### config.mk
export PLATFORM = sky130hd
export DESIGN_NAME = alu_issue_ctrl_flat
export DESIGN_NICKNAME = d
export VERILOG_FILES = /design/src/rtl/alu_issue_ctrl_if.sv /design/src/rtl/alu_issue_ctrl.sv /design/src/flat_wrapper.sv
export SDC_FILE = /design/constraint.sdc
export NUM_CORES = 1
export LEC_CHECK = 0
export ABC_CLOCK_PERIOD_IN_PS = 3100
export CORE_MARGIN = 10
export CORE_UTILIZATION = 49
export CTS_BUF_LIST = sky130_fd_sc_hd__clkbuf_4 sky130_fd_sc_hd__clkbuf_8
export DETAILED_ROUTE_END_ITERATION = 6
export HOLD_SLACK_MARGIN = 0.12
export PLACE_DENSITY = 0.94
export SLEW_MARGIN = 20
export SYNTH_ARGS = -nofsm -noshare
export SYNTH_HDL_FRONTEND = slang
export SYNTH_SLANG_ARGS = --single-unit
### constraint.sdc
create_clock -name clk -period 3.1 [get_ports clk]
set_input_delay 0.465 -clock clk [delete_from_list [all_inputs] [get_ports clk]]
set_output_delay 0.465 -clock clk [all_outputs]
set_load 0.1 [all_outputs]
### src/rtl/alu_issue_ctrl_if.sv
// Instruction issue channel into alu_issue_ctrl: one decoded ALU op plus its
// B operand, transferred on a valid/ready handshake.
interface alu_issue_ctrl_if #(
    parameter int WIDTH = 16
);
    logic             instr_valid;
    logic             instr_ready;
    logic [3:0]       instr_op;
    logic [WIDTH-1:0] instr_operand;

    modport master (
        output instr_valid,
        output instr_op,
        output instr_operand,
        input  instr_ready
    );

    modport slave (
        input  instr_valid,
        input  instr_op,
        input  instr_operand,
        output instr_ready
    );
endinterface

### src/rtl/alu_issue_ctrl.sv
// Issue/write-back stage in front of the ALU: owns AC and Z, issues one op at a
// time to the ALU and captures its result after a fixed latency.
module alu_issue_ctrl #(
    parameter int ALU_LATENCY = 4,
    parameter int WIDTH       = 16
) (
    input  logic             clk,
    input  logic             reset,
    alu_issue_ctrl_if.slave  instr,
    output logic [WIDTH-1:0] alu_a,
    output logic [WIDTH-1:0] alu_b,
    output logic [3:0]       alu_op,
    output logic             alu_enable,
    input  logic [WIDTH-1:0] alu_c,
    input  logic             alu_z,
    output logic [WIDTH-1:0] ac_out,
    output logic             z_out,
    output logic             busy,
    output logic             done,
    output logic             err
);
    typedef enum logic [1:0] {IDLE, ISSUE, WAIT} state_t;

    localparam logic [3:0] OP_SUB = 4'd2;
    localparam logic [3:0] LAT_M1 = 4'(ALU_LATENCY - 1);

    state_t     state;
    logic [3:0] wait_cnt;
    logic       accept;

    function automatic logic op_legal(input logic [3:0] op);
        return (op >= 4'd1) && (op <= 4'd11);
    endfunction

    assign busy              = (state != IDLE);
    assign instr.instr_ready = ~busy;
    assign accept            = instr.instr_valid && ~busy;

    always_ff @(posedge clk or posedge reset) begin
        if (reset) begin
            state      <= IDLE;
            wait_cnt   <= '0;
            ac_out     <= '0;
            z_out      <= 1'b0;
            alu_a      <= '0;
            alu_b      <= '0;
            alu_op     <= '0;
            alu_enable <= 1'b0;
            done       <= 1'b0;
            err        <= 1'b0;
        end else begin
            done       <= 1'b0;
            err        <= 1'b0;
            alu_enable <= 1'b0;
            case (state)
                IDLE: begin
                    // ALU buses are loaded at accept so they are already valid in the ISSUE cycle
                    if (accept) begin
                        if (op_legal(instr.instr_op)) begin
                            alu_a      <= ac_out;
                            alu_b      <= instr.instr_operand;
                            alu_op     <= instr.instr_op;
                            alu_enable <= 1'b1;
                            state      <= ISSUE;
                        end else begin
                            done <= 1'b1;
                            err  <= 1'b1;
                        end
                    end
                end
                ISSUE: begin
                    wait_cnt <= LAT_M1;
                    state    <= WAIT;
                end
                WAIT: begin
                    if (wait_cnt == 4'd0) begin
                        ac_out <= alu_c;
                        // Only a subtract defines the zero flag for branches
                        if (alu_op == OP_SUB) begin
                            z_out <= alu_z;
                        end
                        done  <= 1'b1;
                        state <= IDLE;
                    end else begin
                        wait_cnt <= wait_cnt - 4'd1;
                    end
                end
                default: state <= IDLE;
            endcase
        end
    end
endmodule

### src/flat_wrapper.sv
// flat-port wrapper written by rule: the top's interface ports become plain ports
module alu_issue_ctrl_flat 
#(
    parameter int ALU_LATENCY = 4,
    parameter int WIDTH       = 16
)
  (clk, reset, alu_a, alu_b, alu_op, alu_enable, alu_c, alu_z, ac_out, z_out, busy, done, err, instr_instr_valid, instr_instr_op, instr_instr_operand, instr_instr_ready);
  alu_issue_ctrl_if #(.WIDTH(WIDTH)) instr_i ();
  input  logic clk;
  input  logic reset;
  output logic [WIDTH-1:0] alu_a;
  output logic [WIDTH-1:0] alu_b;
  output logic [3:0] alu_op;
  output logic alu_enable;
  input  logic [WIDTH-1:0] alu_c;
  input  logic alu_z;
  output logic [WIDTH-1:0] ac_out;
  output logic z_out;
  output logic busy;
  output logic done;
  output logic err;
  input wire logic [$bits(instr_i.instr_valid)-1:0] instr_instr_valid;
  input wire logic [$bits(instr_i.instr_op)-1:0] instr_instr_op;
  input wire logic [$bits(instr_i.instr_operand)-1:0] instr_instr_operand;
  output wire logic [$bits(instr_i.instr_ready)-1:0] instr_instr_ready;
  assign instr_i.instr_valid = instr_instr_valid;
  assign instr_i.instr_op = instr_instr_op;
  assign instr_i.instr_operand = instr_instr_operand;
  assign instr_instr_ready = instr_i.instr_ready;
  alu_issue_ctrl #(.ALU_LATENCY(ALU_LATENCY), .WIDTH(WIDTH)) u_core (.clk(clk), .reset(reset), .instr(instr_i), .alu_a(alu_a), .alu_b(alu_b), .alu_op(alu_op), .alu_enable(alu_enable), .alu_c(alu_c), .alu_z(alu_z), .ac_out(ac_out), .z_out(z_out), .busy(busy), .done(done), .err(err));
endmodule
==> impl_metrics.py, run 1 <==
metrics = {
    "floorplan": {
        "coreArea_um2": 5110,
        "dieArea_um2": 8570,
        "rows": 26,
        "start_util_pct": 50.5,
        "die_h_um": 92.6,
        "die_w_um": 92.6,
        "ios": 98,
    },
    "critical_path": {
        "path_class": "reg2reg",
        "end_kind": "flip-flop",
        "arrival_ns": 2.32,
        "rrSetupSlack_ns": 0.99,
        "worstPathCellList": "nand2b_1 -> nor3_4 -> mux2_2",
        "worst_path_largest_cell_delay_ns": 0.74,
        "crit_start": "u_core.state[1]$_DFFE_PP0P_",
        "rr_endpoint": "u_core.ac_out[11]$_DFFE_PP0P_",
        "cpMaxStageDelayCell": "nor3_4",
        "r2r_start": "u_core.state[1]$_DFFE_PP0P_",
        "r2r.worst_path.cells": 3,
        "required_ns": 3.31,
        "start_kind": "flip-flop",
        "critPathMaxFanout": 17,
    },
    "synth": {
        "synth_nets": 207,
        "synth_compound_area_share_pct": 3.10,
        "synth_adder_area_share_pct": 0.485,
        "synthMuxAreaShare_pct": 25.9,
        "synth.distinct_cells": 34,
        "synthFlopType": "dfrtp_1",
        "netlist.area_leader.share_pct": 60.1,
        "syn_area_um2": 2580,
        "synth-xor-area-share_pct": 0,
        "ys_top_cells_by_area": "dfrtp_1, mux2_2, mux2_4",
        "seq_area_frac_synth_pct": 60.1,
        "avgSynthCellArea_um2": 15.5,
        "synth_edf_count": 0,
        "netlist_instances": 166,
        "yosysTopAreaCell": "dfrtp_1",
        "ys_async_sr_fraction_pct": 100,
        "synth_top_family_by_area": "multiplexers",
        "ys_ff_latch": 62,
        "synthSimpleGateAreaFrac_pct": 6.59,
        "ys_warn_count": 0,
    },
    "job": {
        "drv_cap": 0,
    },
    "timing": {
        "rsz0062_at_grt": "false",
        "slew_violations": 0,
        "hold_viol": 0,
        "clock.fmax_ghz": 0.473,
        "tightest_slew_ns": 0.857,
        "slew_headroom_pct": 42.7,
        "tns_ns": 0,
        "finalCritPeriodShare_pct": 68.1,
        "skew_ns": 0.00810,
        "finalSetupViolCount": 0,
        "period_needed_ns": 2.11,
    },
    "min_path": {
        "hold_path_class": "in2async",
    },
    "final_layout": {
        "layout-drive-gt1-share_pct": 47.4,
        "final_net_count": 310,
        "area_delta_synth_final_pct": 42.1,
        "antennaDiodeCount": 0,
    },
    "cts": {
        "clk_pin_slew_ns": 0.07,
        "holdBufCountCts": 0,
        "clockBufferDepth": 2,
        "htree_levels": 3,
        "clk_latency_ns": 0.33,
        "post_cts_buffers": 0,
        "post_cts_resized": 0,
        "clock-sinks": 62,
        "cts_tree": "done",
        "numCtsBuffers": 9,
        "cts_root_buf": "clkbuf_8",
    },
    "grt": {
        "grt_max_degree": 25,
        "grt_remaining_overflow": 0,
        "antenna_found_initial": 0,
        "grt_pass1_wl_um": 10000,
        "grt_pass1_vias": 1940,
        "grt_usage_pct": 14.9,
    },
    "drt": {
        "ant_nets": 0,
        "vias": 1687,
        "drt_iter0_drc": 52,
        "wirelength_um": 6130,
        "drt_pass1_iterations": 4,
        "viasPerCell": 4.90,
        "wire_per_inst_um": 17.8,
        "drc": 0,
    },
    "placed_design": {
        "io_buffers": 97,
        "place_congestion": 0.790,
        "dpl.hpwl_um": 4680,
    },
    "status": {
        "outcome": "finished clean",
    },
}
[cell type report]
class,count,area (um2)
Clock buffer,12,153
Clock inverter,4,70.1
Fill cell,345,1440
Inverter,7,31.3
Multi-Input combinational cell,90,933
Sequential cell,62,1550
Tap cell,70,87.6
Timing Repair Buffer,99,841
[cells by family after synthesis]
family / count (synthesis)
AOI/OAI and AO/OA: 11
adders and majority gates: 1
buffers and inverters: 14
DFF: 62
muxes: 53
and+or+nand+nor: 25
[metrics by stage]
stage | util, % | worst slack (ns) | hold slack, ns | cell area, um2 | std cells
CTS | 71.8 | 0.980 | 0.449 | 3670 | 344
global placement | 67.4 | 0.684 | 0.491 | 3440 | 328
global route | 71.8 | 0.838 | 0.468 | 3670 | 344
finish | 71.8 | 0.988 | 0.445 | 3670 | 344
detailed placement | 67.4 | 0.690 | 0.498 | 3440 | 328
floorplan | - | 0.449 | 0.513 | 2580 | 166
[flip-flops by register name (all words and copies together) (netlist names)]
name / count
u_core.done: 1
u_core.ac_out: 16
u_core.wait_cnt: 4
u_core.alu_op: 4
u_core.alu_b: 16
u_core.alu_a: 16
u_core.z_out: 1
u_core.err: 1
u_core.alu_enable: 1
u_core.state: 2
[synthesized netlist by cell type, drive strengths merged, types with 3 or more instances]
master and n:
buf 5, dfrtp 62, inv 7, mux2 53, nand2 4, nand2b 3, nor2 4
[metal layers]
| metal | up-vias | share of wire, % | track usage [%] |
|---|---|---|---|
| met3 | 4 | 8.2 | 7.02 |
| met1 | 838 | 41 | 16.4 |
| met4 | 0 | 0.52 | 5.78 |
| li1 | 784 | - | - |
| met2 | 61 | 50 | 24.6 |
| met5 | - | 0 | 0 |
[layout by cell type (no fill, tap or decap), drive strengths merged, types with 2 or more instances in the layout]
master          n
dfrtp          62
nand2b          3
nor2            4
clkbuf         12
inv             7
nor3b           2
o21ai           2
nand2           4
clkinv          2
bufinv          2
mux2           53
o22ai           2
nand3           2
clkdlybuf4s50  39
and2            2
nor2b           2
buf            60
[worst max-delay path: cells and delay by family, from the launching register on]
kind	cells	cell delay, ns
and+or+nand+nor	2	0.95
muxes	1	0.42
DFF	1	0.61
[how the worst max path moves through the flow]
stage / end / slack [ns] / cells after the start
2_1_floorplan: busy / 0.45 / 3
3_3_place_gp: u_core.alu_a[2]$_DFFE_PP0P_ / 0.68 / 5
3_5_place_dp: u_core.alu_a[1]$_DFFE_PP0P_ / 0.69 / 5
4_1_cts: u_core.ac_out[11]$_DFFE_PP0P_ / 0.98 / 3
5_1_grt: u_core.ac_out[11]$_DFFE_PP0P_ / 0.84 / 3
6_report: u_core.ac_out[11]$_DFFE_PP0P_ / 0.99 / 3
Power of run 1 is left out: the tool's default activity adds up to more than one toggle a clock period on the data nets, which glitch-free logic cannot reach.
==> run 2: changes to the inputs <==
--- a/config.mk
+++ b/config.mk
@@ -5,13 +5,13 @@
 export SDC_FILE = /design/constraint.sdc
 export NUM_CORES = 1
 export LEC_CHECK = 0
-export ABC_CLOCK_PERIOD_IN_PS = 3100
+export ABC_CLOCK_PERIOD_IN_PS = 1800
 export CORE_MARGIN = 10
-export CORE_UTILIZATION = 49
+export CORE_UTILIZATION = 41
 export CTS_BUF_LIST = sky130_fd_sc_hd__clkbuf_4 sky130_fd_sc_hd__clkbuf_8
 export DETAILED_ROUTE_END_ITERATION = 6
 export HOLD_SLACK_MARGIN = 0.12
-export PLACE_DENSITY = 0.94
+export PLACE_DENSITY = 0.84
 export SLEW_MARGIN = 20
 export SYNTH_ARGS = -nofsm -noshare
 export SYNTH_HDL_FRONTEND = slang
==> constraint.sdc (replaced) <==
create_clock -name clk -period 1.8 [get_ports clk]
set_input_delay 0.27 -clock clk [delete_from_list [all_inputs] [get_ports clk]]
set_output_delay 0.27 -clock clk [all_outputs]
set_load 0.1 [all_outputs]
==> impl_metrics.py, run 2 (synthesis results as in run 1) <==
metrics = {
    "critical_path": {
        "r2r_start": "u_core.alu_op[0]$_DFFE_PP0P_",
        "path_class": "reg2reg",
        "start_kind": "flip-flop",
        "critPathMaxFanout": 3,
        "r2r.worst_path.cells": 3,
        "worst_path_largest_cell_delay_ns": 0.53,
        "end_kind": "flip-flop",
        "worstPathCellList": "or4b_1 -> nor4_1 -> mux2_2",
        "cpMaxStageDelayCell": "or4b_1",
        "rr_endpoint": "u_core.z_out$_DFFE_PP0P_",
        "required_ns": 2.01,
        "arrival_ns": 1.91,
        "rrSetupSlack_ns": 0.1,
    },
    "grt": {
        "grt_pass1_wl_um": 9940,
        "grt_remaining_overflow": 0,
        "grt_usage_pct": 12.6,
        "grt_pass1_vias": 1950,
        "antenna_found_initial": 0,
        "grt_max_degree": 23,
    },
    "cts": {
        "numCtsBuffers": 9,
        "clk_latency_ns": 0.33,
        "clk_pin_slew_ns": 0.07,
        "clock-sinks": 62,
        "htree_levels": 3,
        "holdBufCountCts": 0,
        "cts_tree": "done",
        "clockBufferDepth": 2,
        "post_cts_buffers": 0,
        "post_cts_resized": 0,
        "cts_root_buf": "clkbuf_8",
    },
    "timing": {
        "rsz0062_at_grt": "false",
        "finalCritPeriodShare_pct": 94.6,
        "period_needed_ns": 1.70,
        "tightest_slew_ns": 0.305,
        "hold_viol": 0,
        "slew_headroom_pct": 79.5,
        "tns_ns": 0,
        "slew_violations": 0,
        "finalSetupViolCount": 0,
        "clock.fmax_ghz": 0.587,
        "skew_ns": 0.00901,
        "holdWs_ns": 0.240,
    },
    "final_layout": {
        "seq_area_um2": 1560,
        "reg_top3": "u_core.ac_out (16), u_core.alu_a (16), u_core.alu_b (16)",
        "multi_input_area_um2": 938,
        "final_util_pct": 64.1,
        "antennaDiodeCount": 0,
        "instances_no_fill": 359,
        "final_cell_mix": "buf_4, dfrtp_1, clkdlybuf4s50_1",
        "final_net_count": 321,
        "n_fill_cell": 471,
        "final_common_cell": "buf_4",
        "layout-drive-gt1-share_pct": 50.7,
        "area_delta_synth_final_pct": 49.7,
    },
    "placed_design": {
        "dpl.hpwl_um": 4850,
        "place_congestion": 0.814,
        "dp_cells": 344,
        "io_buffers": 97,
    },
    "drt": {
        "drt_pass1_iterations": 4,
        "viasPerCell": 4.87,
        "wire_per_inst_um": 17.3,
        "vias": 1750,
        "drc": 0,
        "wirelength_um": 6230,
        "ant_nets": 0,
        "drt_iter0_drc": 32,
    },
    "floorplan": {
        "die_w_um": 99.3,
        "coreArea_um2": 6030,
        "dieArea_um2": 9870,
        "ios": 98,
        "die_h_um": 99.3,
        "start_util_pct": 42.8,
        "rows": 28,
    },
    "job": {
        "drv_cap": 0,
    },
    "min_path": {
        "hold_path_class": "in2async",
    },
    "status": {
        "outcome": "finished clean",
    },
}
run 2: stage by stage:
step	setup WS (ns)	instance area, um2
after floorplan	-0.210	2600
after global placement	-0.204	3670
after detailed placement	-0.245	3670
after CTS	0.0924	3860
after global routing	0.0493	3860
final	0.0972	3860
run 2: metal layers:
layer,global-route usage [%],wire length (um),vias to the layer above
met1,14.5,2600,861
met3,6.30,605,11
li1,-,-,808
met4,5.51,97,0
met2,19.3,2920,70
met5,0,0,-
run 2: worst max-delay path by stage:
stage          slack (ns)  cells after the start                           end                          from
2_1_floorplan       -0.21                      3                          busy   u_core.state[1]$_DFFE_PP0P_
3_3_place_gp        -0.20                      5  u_core.alu_op[1]$_DFFE_PP0P_             instr_instr_op[3]
3_5_place_dp        -0.25                      5  u_core.alu_op[2]$_DFFE_PP0P_             instr_instr_op[3]
4_1_cts              0.09                      3      u_core.z_out$_DFFE_PP0P_  u_core.alu_op[0]$_DFFE_PP0P_
5_1_grt              0.05                      5   u_core.alu_a[2]$_DFFE_PP0P_   u_core.state[0]$_DFFE_PP0P_
6_report              0.1                      3      u_core.z_out$_DFFE_PP0P_  u_core.alu_op[0]$_DFFE_PP0P_
run 2: cell type report:
cell class / count / share of cell area [%]
Inverter: 7 / 0.906
Clock inverter: 4 / 1.23
Clock buffer: 11 / 3.76
Multi-Input combinational cell: 90 / 24.3
Timing Repair Buffer: 110 / 27.1
Sequential cell: 62 / 40.3
Tap cell: 75 / 2.43
run 2: critical path, delay by kind of cell, from the launching register on:
family | cells | cell delay (ns)
muxes | 1 | 0.37
and+or+nand+nor | 2 | 0.78
DFF | 1 | 0.44
Power of run 2 is left out for the same reason.
